### config.mk
export PLATFORM = sky130hd
export DESIGN_NAME = moore_seq_controller
export DESIGN_NICKNAME = d
export VERILOG_FILES = /design/src/rtl/moore_pkg.sv /design/src/rtl/moore_state_register.sv /design/src/rtl/moore_seq_controller.sv
export SDC_FILE = /design/constraint.sdc
export NUM_CORES = 1
export LEC_CHECK = 0
export ABC_CLOCK_PERIOD_IN_PS = 1900
export CAP_MARGIN = 10
export CORE_AREA = 2 2 39 41
export CTS_BUF_LIST = sky130_fd_sc_hd__clkbuf_4
export DETAILED_ROUTE_END_ITERATION = 10
export DIE_AREA = 0 0 41 43
export SKIP_CTS_REPAIR_TIMING = 1
export SYNTH_ARGS = -nofsm -noshare
export SYNTH_HDL_FRONTEND = slang
export SYNTH_SLANG_ARGS = --single-unit
### constraint.sdc
create_clock -name inputClk -period 1.9 [get_ports inputClk]
set_clock_uncertainty 0.1 [all_clocks]
set_input_delay 0.285 -clock inputClk [delete_from_list [all_inputs] [get_ports inputClk]]
set_output_delay 0.285 -clock inputClk [all_outputs]
set_load 0.005 [all_outputs]
### src/rtl/moore_pkg.sv
// Shared definitions for the 1101 Moore sequence controller: state codes,
// widths and the counter saturation value.
package moore_pkg;

    localparam int STATE_W = 3;
    localparam int COUNT_W = 4;

    localparam logic [COUNT_W-1:0] COUNT_MAX = 4'd15;

    // Codes 101, 110 and 111 are unused and recover to IDLE.
    typedef enum logic [STATE_W-1:0] {
        IDLE   = 3'b000,
        G1     = 3'b001,
        G11    = 3'b010,
        G110   = 3'b011,
        DETECT = 3'b100
    } state_e;

endpackage

### src/rtl/moore_state_register.sv
// Three-bit state register for the sequence controller, cleared to IDLE
// by an asynchronous active-high reset.
module moore_state_register
    import moore_pkg::*;
(
    input  logic               inputClk,
    input  logic               inputR,
    input  logic [STATE_W-1:0] d,
    output logic [STATE_W-1:0] q
);

    // Capture the next state on each rising edge; reset forces IDLE at once.
    always_ff @(posedge inputClk or posedge inputR) begin
        if (inputR) begin
            q <= '0;
        end else begin
            q <= d;
        end
    end

endmodule

### src/rtl/moore_seq_controller.sv
// Overlapping 1101 detector on valid-qualified serial bits, with a
// saturating detection counter and a sticky overflow flag.
module moore_seq_controller
    import moore_pkg::*;
(
    input  logic               inputClk,
    input  logic               inputR,
    input  logic               inputX,
    input  logic               inputValid,
    input  logic               inputClear,
    output logic               outputZ,
    output logic [STATE_W-1:0] outputState,
    output logic [COUNT_W-1:0] outputCount,
    output logic               outputOverflow
);

    logic [STATE_W-1:0] stateQ;
    wire  [STATE_W-1:0] stateNext;
    logic               detectEvent;

    // Unused codes recover to IDLE whatever the inputs; legal states hold
    // while no valid bit is offered.
    function automatic logic [STATE_W-1:0] computeNext(
        input logic [STATE_W-1:0] cur,
        input logic               x,
        input logic               v
    );
        logic [STATE_W-1:0] nxt;
        nxt = IDLE;
        case (cur)
            IDLE:    nxt = v ? (x ? G1     : IDLE) : cur;
            G1:      nxt = v ? (x ? G11    : IDLE) : cur;
            G11:     nxt = v ? (x ? G11    : G110) : cur;
            G110:    nxt = v ? (x ? DETECT : IDLE) : cur;
            DETECT:  nxt = v ? (x ? G11    : IDLE) : cur;
            default: nxt = IDLE;
        endcase
        return nxt;
    endfunction

    assign stateNext = computeNext(stateQ, inputX, inputValid);

    moore_state_register stateReg (
        .inputClk (inputClk),
        .inputR   (inputR),
        .d        (stateNext),
        .q        (stateQ)
    );

    // A detection is the G110 -> DETECT step, seen one cycle early so the
    // count updates on the same edge that raises outputZ.
    assign detectEvent = (stateQ == G110) && (stateNext == DETECT);

    assign outputState = stateQ;
    assign outputZ     = (stateQ == DETECT);

    // Detection counter: clear wins over a coincident detection, and a
    // detection at the ceiling leaves the count alone but flags overflow.
    always_ff @(posedge inputClk or posedge inputR) begin
        if (inputR) begin
            outputCount    <= '0;
            outputOverflow <= 1'b0;
        end else if (inputClear) begin
            outputCount    <= '0;
            outputOverflow <= 1'b0;
        end else if (detectEvent) begin
            if (outputCount == COUNT_MAX) begin
                outputOverflow <= 1'b1;
            end else begin
                outputCount <= outputCount + 1'b1;
            end
        end
    end

endmodule

==> metrics, run 1 <==
Cell Rows=14; worst r2r src=outputCount[0]; Post-Syn Nets=50; worst-margin pin slew=0.3071 ns; Reg-to-Reg End=outputCount[0]; total CTS buffers=3; I/O Pins=14; CTS Root Cell=clkbuf_4; CTS Sinks=8; Fin. Hold Viols=0; final setup fails=0; DR pass1 iterations=4; post-synthesis cell count=44; asr flop ratio synth=1.000; Hold WS=0.1768 ns; ant diodes=0; RSZ-0062 raised after global routing=false; Area growth syn-to-layout=39.94%; clk slew on worst S/H paths=0.06 ns; Port Buf Inserts=13; Initial DRC Count=3; CTS tree=yes; clk buf depth=2; largest net degree at the start of global routing=12; Worst-Skew Late Latency=0.25 ns; Post-Syn Area=around 450 sq um; DRT Wirelength=909 um; gr usage total=0.1395; GPL Wtd Cong=0.6503; Max VDD drop=0.4108 mV; Warnings, synthesis=0; CP Launch Type=register; post-DR wirelength/cell=11.96 um; min Tclk post-route=1.800 ns; initial core utilization=0.3237; FMAX=0.5556 GHz; CTS H-tree lvls=1; Die Wd=41 um; period utilization=0.9472; status=completed; most frequent cells in the layout=clkdlybuf4s50_1, dfrtp_1, nand2_1, nor2_1, clkbuf_4; worst path arrival time=1.41 ns; P_leak=0.2712 nW; fin. max-slew vios=0; synth unique cells=26; antenna viol nets, final=0; first-pass GRT wire length=~1600 um; DRC errors left=0; Die H=43 um; via count=slightly below 400; kind of critical path=reg2out; number of synthesized register bits=8; die footprint=1763 sq um; Critical path origin=stateReg.q[2]; sequential fraction of the synthesis area=0.4469; worst reg-to-reg path cell count=4; Crit Path Max Fanout=7; slew margin rel.=0.7951; nature of the critical path endpoint=output port; share of cells above drive strength 1=0.1500; Syn Area/Cell=10.18 sq um; area occupied by multi-input gates=230.2 sq um; Cell Pwr Density=slightly below 900 nW/um^2; Final nets=68; Post-synth EDFFs=0; Max Cap Viol=0; Reg2Reg Setup Slack=0.20 ns; initial antenna violation count=0; commonest non-fill, non-tap cell in the layout=clkdlybuf4s50_1; via-per-instance ratio=5.105; Reg area=201.4 sq um; CP Data Required Time=1.51 ns; setup TNS=0 ns; Main synth FF type=dfrtp_1; vias in the first global route=375; # fillers=153; Hold WC Path Type=in2async; dpl hpwl=668.7 um; Core ar.=1384 sq um; total gr overflow=0
area by class of cell:
| type | instances | share of cell area |
|---|---|---|
| multi-input combinational | 32 | 0.3673 |
| tap | 16 | 0.03194 |
| timing repair buffer | 15 | 0.2315 |
| inverter | 2 | 0.01198 |
| sequential | 8 | 0.3214 |
| clock buffer | 3 | 0.03593 |
critical path, cell delays in order (launching register included):
cell	delay (ns)
dfrtp_2	0.42
nor3b_2	0.22
clkdlybuf4s50_1	0.53
power by group:
group,internal (W),switching (W),leakage (nW)
registers,0.000194,0.0000208,0.108
clock network,0.0000723,0.0000582,0.0138
logic,0.000111,0.0000896,0.150
synth_stat cells (all sizes together) (2+ instances only):
cell type | number | area, sq um
a21oi | 2 | 10.01
dfrtp | 8 | 200.2
nor2 | 3 | 11.26
nor2b | 2 | 12.51
a311oi | 2 | 17.52
a31oi | 2 | 12.51
buf | 2 | 15.01
nor3b | 2 | 20.02
nand2 | 3 | 11.26
nand2b | 2 | 12.51
inv | 2 | 7.510
worst max path at each step:
stage	to	slack, ns	cells after the start
3_3_place_gp	outputCount[0]	0.14	4
4_1_cts	outputZ	-0.06	2
5_1_grt	outputZ	0.02	2
3_5_place_dp	outputCount[0]	0.10	4
6_report	outputZ	0.10	2
2_1_floorplan	outputCount[0]	0.27	4
through the flow:
| stage | power [W] | util | cells | worst slack, ns | cell area (sq um) |
|---|---|---|---|---|---|
| after global placement | 0.0004114 | 0.4322 | 73 | 0.1442 | 598.1 |
| after detailed placement | 0.0004151 | 0.4322 | 73 | 0.1017 | 598.1 |
| after global routing | 0.0005904 | 0.4530 | 76 | 0.01800 | 626.9 |
| final | 0.0005462 | 0.4530 | 76 | 0.1003 | 626.9 |
| after CTS | 0.0005527 | 0.4485 | 76 | -0.05768 | 620.6 |
| after floorplan | 0.0003216 | - | 44 | 0.2715 | 447.9 |
metal layers:
layer	part of all wire	track usage	wire length, um
met1	0.47	0.1776	430
met5	0	0	0
met2	0.46	0.1875	420
met4	0	0.08000	0
met3	0.063	0.06283	57
cells by family (layout without fill, tap and decap cells):
| logic type | count (synthesis) | count (layout) | share of synthesized area |
|---|---|---|---|
| and+or+nand+nor | 19 | 19 | 0.2682 |
| adders and majority gates | 1 | 1 | 0.02793 |
| buffers and inverters | 4 | 20 | 0.05028 |
| muxes | 2 | 2 | 0.04749 |
| DFF | 8 | 8 | 0.4469 |
| AOI/OAI and AO/OA | 8 | 8 | 0.1201 |
| xor gates and xnor gates | 2 | 2 | 0.03911 |
state kept, by name, indices dropped and copies added (netlist names):
register	count
outputOverflow	1
stateReg.q	3
outputCount	4
Power figures use the tool's default switching activity.
==> run 2, diff against run 1 <==
--- a/config.mk
+++ b/config.mk
@@ -11,6 +11,7 @@
 export CTS_BUF_LIST = sky130_fd_sc_hd__clkbuf_4
 export DETAILED_ROUTE_END_ITERATION = 10
 export DIE_AREA = 0 0 41 43
+export HOLD_SLACK_MARGIN = 0.1
 export SKIP_CTS_REPAIR_TIMING = 1
 export SYNTH_ARGS = -nofsm -noshare
 export SYNTH_HDL_FRONTEND = slang
==> results of run 2 <==
The final DEF is identical to that of run 1; final timing and power are the same.
==> run 3, diff against run 2 <==
--- a/config.mk
+++ b/config.mk
@@ -11,6 +11,7 @@
 export CTS_BUF_LIST = sky130_fd_sc_hd__clkbuf_4
 export DETAILED_ROUTE_END_ITERATION = 10
 export DIE_AREA = 0 0 41 43
+export GPL_ROUTABILITY_DRIVEN = 0
 export HOLD_SLACK_MARGIN = 0.1
 export SKIP_CTS_REPAIR_TIMING = 1
 export SYNTH_ARGS = -nofsm -noshare
==> results of run 3 <==
The final DEF is identical to that of run 1; final timing and power are the same.
